**src/rtl/mem8_arbiter_if.sv**
```systemverilog
// Bundle of the host (Xillybus mem_8), local requester and RAM-side signals around mem8_arbiter.
// slave = the arbiter's view; master = the surrounding host, local requester and RAM.
interface mem8_arbiter_if #(
  parameter int ADDR_W = 5,
  parameter int DATA_W = 8
);
  logic              user_r_mem_8_rden;
  logic              user_r_mem_8_empty;
  logic [DATA_W-1:0] user_r_mem_8_data;
  logic              user_r_mem_8_open;
  logic              user_w_mem_8_wren;
  logic              user_w_mem_8_full;
  logic [DATA_W-1:0] user_w_mem_8_data;
  logic              user_w_mem_8_open;
  logic [ADDR_W-1:0] user_mem_8_addr;

  logic              loc_req;
  logic              loc_we;
  logic [ADDR_W-1:0] loc_addr;
  logic [DATA_W-1:0] loc_wdata;
  logic              loc_gnt;
  logic              loc_rvalid;
  logic [DATA_W-1:0] loc_rdata;

  logic              ram_rden;
  logic              ram_wren;
  logic [ADDR_W-1:0] ram_addr;
  logic [DATA_W-1:0] ram_wdata;
  logic [DATA_W-1:0] ram_rdata;

  modport slave (
    input  user_r_mem_8_rden, user_r_mem_8_open, user_w_mem_8_wren,
           user_w_mem_8_data, user_w_mem_8_open, user_mem_8_addr,
           loc_req, loc_we, loc_addr, loc_wdata, ram_rdata,
    output user_r_mem_8_empty, user_r_mem_8_data, user_w_mem_8_full,
           loc_gnt, loc_rvalid, loc_rdata,
           ram_rden, ram_wren, ram_addr, ram_wdata
  );

  modport master (
    output user_r_mem_8_rden, user_r_mem_8_open, user_w_mem_8_wren,
           user_w_mem_8_data, user_w_mem_8_open, user_mem_8_addr,
           loc_req, loc_we, loc_addr, loc_wdata, ram_rdata,
    input  user_r_mem_8_empty, user_r_mem_8_data, user_w_mem_8_full,
           loc_gnt, loc_rvalid, loc_rdata,
           ram_rden, ram_wren, ram_addr, ram_wdata
  );
endinterface

```
**src/rtl/mem8_arbiter.sv**
```systemverilog
// Round-robin, burst-limited sharing of the mem_8 RAM between Xillybus host and a local requester; RAM strobes are combinational, loc_rvalid lags a read grant by 1 cycle.
// Non-owner is stalled (empty/full high, loc_gnt low); `define MEM8_ARB_HOST_PRIO_EN selects fixed host priority instead.
module mem8_arbiter #(
  parameter int ADDR_W    = 5,
  parameter int DATA_W    = 8,
  parameter int MAX_BURST = 16
) (
  input  logic          bus_clk,
  input  logic          srst,
  mem8_arbiter_if.slave bus
);

  typedef enum logic [1:0] {S_IDLE, S_HOST, S_LOCAL} state_t;

  localparam logic [7:0] BURST_LAST = 8'(MAX_BURST - 1);

  state_t     state, state_nxt;
  logic       last_local, last_local_nxt;
  logic [7:0] cnt, cnt_nxt;
  logic       host_req;
  logic       host_acc;
  logic       loc_acc;
  logic       burst_done;

  always_comb begin
    host_req       = bus.user_r_mem_8_open | bus.user_w_mem_8_open;
    host_acc       = (state == S_HOST) & (bus.user_r_mem_8_rden | bus.user_w_mem_8_wren);
    loc_acc        = (state == S_LOCAL) & bus.loc_req;
    burst_done     = (cnt == BURST_LAST);
    state_nxt      = state;
    cnt_nxt        = cnt;
    last_local_nxt = last_local;

    case (state)
      S_IDLE: begin
`ifdef MEM8_ARB_HOST_PRIO_EN
        if (host_req)         state_nxt = S_HOST;
        else if (bus.loc_req) state_nxt = S_LOCAL;
`else
        if (host_req && (!bus.loc_req || last_local)) state_nxt = S_HOST;
        else if (bus.loc_req)                         state_nxt = S_LOCAL;
`endif
      end
      S_HOST: begin
        if (!host_req) begin
          state_nxt = bus.loc_req ? S_LOCAL : S_IDLE;
`ifndef MEM8_ARB_HOST_PRIO_EN
        end else if (host_acc && burst_done) begin
          if (bus.loc_req) state_nxt = S_LOCAL;
          else             cnt_nxt   = '0;
`endif
        end else begin
          cnt_nxt = cnt + {7'd0, host_acc};
        end
      end
      S_LOCAL: begin
        if (!bus.loc_req) begin
          state_nxt = host_req ? S_HOST : S_IDLE;
`ifdef MEM8_ARB_HOST_PRIO_EN
        end else if (host_req) begin
          state_nxt = S_HOST;
`else
        end else if (burst_done) begin
          if (host_req) state_nxt = S_HOST;
          else          cnt_nxt   = '0;
`endif
        end else begin
          cnt_nxt = cnt + 8'd1;
        end
      end
      default: state_nxt = S_IDLE;
    endcase

    // Every state change restarts the burst; IDLE keeps the previous owner for the tie-break.
    if (state_nxt != state) begin
      cnt_nxt = '0;
      if (state_nxt == S_HOST)       last_local_nxt = 1'b0;
      else if (state_nxt == S_LOCAL) last_local_nxt = 1'b1;
    end
  end

  always_ff @(posedge bus_clk) begin
    if (srst) begin
      state          <= S_IDLE;
      cnt            <= '0;
      last_local     <= 1'b1;
      bus.loc_rvalid <= 1'b0;
    end else begin
      state          <= state_nxt;
      cnt            <= cnt_nxt;
      last_local     <= last_local_nxt;
      bus.loc_rvalid <= loc_acc & ~bus.loc_we;
    end
  end

  always_comb begin
    bus.user_r_mem_8_empty = (state != S_HOST);
    bus.user_w_mem_8_full  = (state != S_HOST);
    bus.user_r_mem_8_data  = bus.ram_rdata;
    bus.loc_rdata          = bus.ram_rdata;
    bus.loc_gnt            = 1'b0;
    bus.ram_rden           = 1'b0;
    bus.ram_wren           = 1'b0;
    bus.ram_addr           = ADDR_W'(0);
    bus.ram_wdata          = DATA_W'(0);
    case (state)
      S_HOST: begin
        bus.ram_rden  = bus.user_r_mem_8_rden;
        bus.ram_wren  = bus.user_w_mem_8_wren;
        bus.ram_addr  = bus.user_mem_8_addr;
        bus.ram_wdata = bus.user_w_mem_8_data;
      end
      S_LOCAL: begin
        bus.loc_gnt   = bus.loc_req;
        bus.ram_rden  = bus.loc_req & ~bus.loc_we;
        bus.ram_wren  = bus.loc_req & bus.loc_we;
        bus.ram_addr  = bus.loc_addr;
        bus.ram_wdata = bus.loc_wdata;
      end
      default: ;
    endcase
  end

endmodule

```
**src/flat_wrapper.sv**
```systemverilog
// flat-port wrapper written by rule: the top's interface ports become plain ports
module mem8_arbiter_flat 
#(
  parameter int ADDR_W    = 5,
  parameter int DATA_W    = 8,
  parameter int MAX_BURST = 16
)
  (bus_clk, srst, bus_user_r_mem_8_rden, bus_user_r_mem_8_open, bus_user_w_mem_8_wren, bus_user_w_mem_8_data, bus_user_w_mem_8_open, bus_user_mem_8_addr, bus_loc_req, bus_loc_we, bus_loc_addr, bus_loc_wdata, bus_ram_rdata, bus_user_r_mem_8_empty, bus_user_r_mem_8_data, bus_user_w_mem_8_full, bus_loc_gnt, bus_loc_rvalid, bus_loc_rdata, bus_ram_rden, bus_ram_wren, bus_ram_addr, bus_ram_wdata);
  mem8_arbiter_if #(.ADDR_W(ADDR_W), .DATA_W(DATA_W)) bus_i ();
  input  logic bus_clk;
  input  logic srst;
  input wire logic [$bits(bus_i.user_r_mem_8_rden)-1:0] bus_user_r_mem_8_rden;
  input wire logic [$bits(bus_i.user_r_mem_8_open)-1:0] bus_user_r_mem_8_open;
  input wire logic [$bits(bus_i.user_w_mem_8_wren)-1:0] bus_user_w_mem_8_wren;
  input wire logic [$bits(bus_i.user_w_mem_8_data)-1:0] bus_user_w_mem_8_data;
  input wire logic [$bits(bus_i.user_w_mem_8_open)-1:0] bus_user_w_mem_8_open;
  input wire logic [$bits(bus_i.user_mem_8_addr)-1:0] bus_user_mem_8_addr;
  input wire logic [$bits(bus_i.loc_req)-1:0] bus_loc_req;
  input wire logic [$bits(bus_i.loc_we)-1:0] bus_loc_we;
  input wire logic [$bits(bus_i.loc_addr)-1:0] bus_loc_addr;
  input wire logic [$bits(bus_i.loc_wdata)-1:0] bus_loc_wdata;
  input wire logic [$bits(bus_i.ram_rdata)-1:0] bus_ram_rdata;
  output wire logic [$bits(bus_i.user_r_mem_8_empty)-1:0] bus_user_r_mem_8_empty;
  output wire logic [$bits(bus_i.user_r_mem_8_data)-1:0] bus_user_r_mem_8_data;
  output wire logic [$bits(bus_i.user_w_mem_8_full)-1:0] bus_user_w_mem_8_full;
  output wire logic [$bits(bus_i.loc_gnt)-1:0] bus_loc_gnt;
  output wire logic [$bits(bus_i.loc_rvalid)-1:0] bus_loc_rvalid;
  output wire logic [$bits(bus_i.loc_rdata)-1:0] bus_loc_rdata;
  output wire logic [$bits(bus_i.ram_rden)-1:0] bus_ram_rden;
  output wire logic [$bits(bus_i.ram_wren)-1:0] bus_ram_wren;
  output wire logic [$bits(bus_i.ram_addr)-1:0] bus_ram_addr;
  output wire logic [$bits(bus_i.ram_wdata)-1:0] bus_ram_wdata;
  assign bus_i.user_r_mem_8_rden = bus_user_r_mem_8_rden;
  assign bus_i.user_r_mem_8_open = bus_user_r_mem_8_open;
  assign bus_i.user_w_mem_8_wren = bus_user_w_mem_8_wren;
  assign bus_i.user_w_mem_8_data = bus_user_w_mem_8_data;
  assign bus_i.user_w_mem_8_open = bus_user_w_mem_8_open;
  assign bus_i.user_mem_8_addr = bus_user_mem_8_addr;
  assign bus_i.loc_req = bus_loc_req;
  assign bus_i.loc_we = bus_loc_we;
  assign bus_i.loc_addr = bus_loc_addr;
  assign bus_i.loc_wdata = bus_loc_wdata;
  assign bus_i.ram_rdata = bus_ram_rdata;
  assign bus_user_r_mem_8_empty = bus_i.user_r_mem_8_empty;
  assign bus_user_r_mem_8_data = bus_i.user_r_mem_8_data;
  assign bus_user_w_mem_8_full = bus_i.user_w_mem_8_full;
  assign bus_loc_gnt = bus_i.loc_gnt;
  assign bus_loc_rvalid = bus_i.loc_rvalid;
  assign bus_loc_rdata = bus_i.loc_rdata;
  assign bus_ram_rden = bus_i.ram_rden;
  assign bus_ram_wren = bus_i.ram_wren;
  assign bus_ram_addr = bus_i.ram_addr;
  assign bus_ram_wdata = bus_i.ram_wdata;
  mem8_arbiter #(.ADDR_W(ADDR_W), .DATA_W(DATA_W), .MAX_BURST(MAX_BURST)) u_core (.bus_clk(bus_clk), .srst(srst), .bus(bus_i));
endmodule
```
**config.mk**
```make
export PLATFORM = sky130hd
export DESIGN_NAME = mem8_arbiter_flat
export DESIGN_NICKNAME = d
export VERILOG_FILES = /design/src/rtl/mem8_arbiter_if.sv /design/src/rtl/mem8_arbiter.sv /design/src/flat_wrapper.sv
export SDC_FILE = /design/constraint.sdc
export NUM_CORES = 1
export LEC_CHECK = 0
export BUFFER_PORTS_ARGS = -buffer_cell sky130_fd_sc_hd__buf_2
export CORE_ASPECT_RATIO = 0.9
export CORE_MARGIN = 2
export CORE_UTILIZATION = 39
export DETAILED_ROUTE_END_ITERATION = 10
export PLACE_DENSITY = 0.67
export SKIP_CTS_REPAIR_TIMING = 1
export SLEW_MARGIN = 20
export SYNTH_ARGS = -nofsm -noshare
export SYNTH_HDL_FRONTEND = slang
export SYNTH_SLANG_ARGS = --single-unit
```
**constraint.sdc**
```tcl
create_clock -name bus_clk -period 5.8 [get_ports bus_clk]
set_input_delay 1.16 -clock bus_clk [delete_from_list [all_inputs] [get_ports bus_clk]]
set_output_delay 1.16 -clock bus_clk [all_outputs]
set_load 0.02 [all_outputs]
```
==> summary.md <==
| Metric | Value |
|---|---|
| CP Launch Point | u_core.state[0] |
| Clock sinks | 12 |
| # diodes | 0 |
| Crit path max fanout | 23 |
| Unrepaired setup endpoints after global routing | no |
| Worst Setup Start Kind | flop |
| FF/Latch Area | approximately 240 um2 |
| Synthesized cell area | 1424 um2 |
| Final Max Tran Viols | 0 |
| Non-filler instance count after layout | 263 |
| Worst hold stages | 2 |
| Asr flop ratio synth | 0% |
| Die H | 61.32 um |
| Fin crit share | 54.32% |
| DRT iter0 DRCs | 64 |
| Hold Violations, Final | 0 |
| Antenna violations before repair | 0 |
| Worst path cell trace | ha_1 -> o21ai_2 -> nor4_4 -> a311oi_1 -> nor3_1 -> o21bai_1 -> ha_1 -> nor2_1 -> nand3_1 -> o21ai_2 -> mux2i_1 |
| Leakage | between 0.6 and 0.7 nW |
| Fill cells | 356 |
| Mapped Cells | 190 |
| CTS Root Cell | clkbuf_8 |
| Die ar. | 4151 um2 |
| First-pass GRT wire length | ~5600 um |
| Layout Skew | 0.01106 ns |
| Layout cells sized above 1 | 31.51% |
| Max frequency | 317.4 MHz |
| Row count | 20 |
| TritonCTS clock tree | done |
| # port buffers | 52 |
| GP Congestion | 0.8321 |
| Syn nets | 240 |
| I/O pin cnt | 77 |
| Vias in the first global route | 1327 |
| Place WS | 2.475 ns |
| Final #Nets | around 270 |
| Tightest Hold Check Type | reg2reg |
| Worst r2r src | u_core.state[0] |
| CTS buffer count | 3 |
| Ys Warns | 0 |
| Sequential element share of the synthesized area | 16.87% |
| Die W | 67.69 um |
| Hold_sp | u_core.cnt[7] |
| Post-route ant nets | 0 |
| Largest net degree at the start of global routing | 35 |
| Ys flop type | dfxtp_1 |
| DR WL/cell | 13.17 um |
| Clock latency on the worst-skew pair | 0.24 ns |
| HPWL Detailed | approximately 2700 um |
| Critical path required time | about 6.0 ns |
| Finish-stage setup viols | 0 |
| Area Overhead vs Synth | 13.80% |
| Main area contributors after synthesis | dfxtp_1 17%, a22oi_1 9.0%, buf_4 9.0% |
| Post-synth top area share | 16.87% |
| Critical path class | reg2reg |
| Core area | approximately 3400 um2 |
| Worst stage delay on the critical path | 0.73 ns |
| Max-cap violations | 0 |
| Synthesized area per cell | 7.494 um2 |
| Final Power | 0.4498 mW |
| Critical Path Slowest Stage Cell | ha_1 |
| DRC viols | 0 |
| Gr usage total | approximately 17% |
| H-tree levels | 1 |
| Post-synth EDFFs | 0 |
| Largest area contributor in the netlist | dfxtp_1 |
| Placed cells | 260 |
| First-pass DRT Iterations | 4 |
| Minimum clock period | 3.151 ns |
| Synthesis-stage register bit count | 12 |
| GRT Residual Overflow | 0 |
| Setup_tns | 0 ns |
| Power Density | 277.6 nW/um2 |
| Vias | 1485 |
| Routed wire length | 3463 um |
| Slew headroom | a little under half |
| Status | completed |
| Reg clk slew, reported paths | approximately 0.06 ns |
| Arrival time at the worst endpoint | 3.31 ns |
| Initial Utilization | 41.53% |
| Clock Path Buffers | 2 |
| R2R cell count | 11 |
| Multi-input logic area | 993.5 um2 |
| Slew @ Worst Pin | 0.7874 ns |
| Netlist cell types | 46 |
| Vias per std cell | 5.646 |
| Worst VDD drop | 91.42 uV |
| Setup crit end kind | flop |
| Worst setup margin | 2.649 ns |
| Synth cell count leaders | 17 x a22oi_1, 17 x buf_4, 17 x nor2b_1 |
logic make-up (layout without fill, tap and decap cells):
logic type      after synthesis  in the layout  synth area share (%)
compound gates               60             60                 32.51
mux                           2              2                 1.406
fa+ha+maj                     8              8                 7.030
xor+xnor                      1              1                0.6152
flops                        12             12                 16.87
buf+inv                      33             62                 13.36
simple gates                 74             74                 28.21
critical path: cells and delay by family, from the launching register on:
family	cells	cell delay (ns)
AND/OR/NAND/NOR	4	0.84
adder cells (fa/ha/maj)	2	1.05
multiplexers	1	0.19
flip-flops	1	0.47
AO/OA/AOI/OAI	4	0.52
final timing paths:
kind | endpoint | slack, ns
max | u_core.last_local | 2.65
min | u_core.cnt[7] | 0.52
max reg2reg | u_core.last_local | 2.65
min reg2reg | u_core.cnt[7] | 0.52
cells in the final DEF (no fill, tap or decap), types with 4 or more instances in the layout:
master / instances
inv_1: 6
ha_1: 8
a22oi_1: 17
a21oi_1: 9
nand2_1: 15
o21ai_0: 7
dfxtp_1: 12
nor3_1: 4
nand3_1: 8
buf_2: 52
nor2b_1: 17
nor2_1: 15
a211oi_1: 5
registers in the layout, indices dropped and copies added, names as in the netlist:
signal / cells
u_core.state: 2
u_core.bus.loc_rvalid: 1
u_core.last_local: 1
u_core.cnt: 8
report_power, final:
part           switching [mW]  internal (mW)
Clock                  0.0313         0.0457
Combinational           0.157          0.109
Sequential             0.0148         0.0921
layout make-up:
type,instances,share of cell area [%]
repair buffers,53,16.53
clock buffers,3,2.548
multi-input cells,145,61.31
flip-flops and latches,12,14.83
inverters,6,1.390
well taps,44,3.398
through the flow:
stage / util [%] / instance area, um2 / hold WS (ns)
after floorplan: - / 1424 / 0.4715
after global placement: 46.06 / 1579 / 0.4968
after detailed placement: 46.06 / 1579 / 0.5043
after CTS: 47.26 / 1620 / 0.5119
after global routing: 47.26 / 1620 / 0.5532
final: 47.26 / 1620 / 0.5174
routing by layer:
metal	GRT usage, %	share of wire [%]	routed length [um]	up-vias
met5	0	0	0	-
met4	1.166	0.17	6	0
met3	4.205	7.9	274	2
met2	30.81	48	1662	76
met1	22.04	44	1520	665
li1	-	-	-	742
No activity file was read; power rests on OpenSTA's default activity.
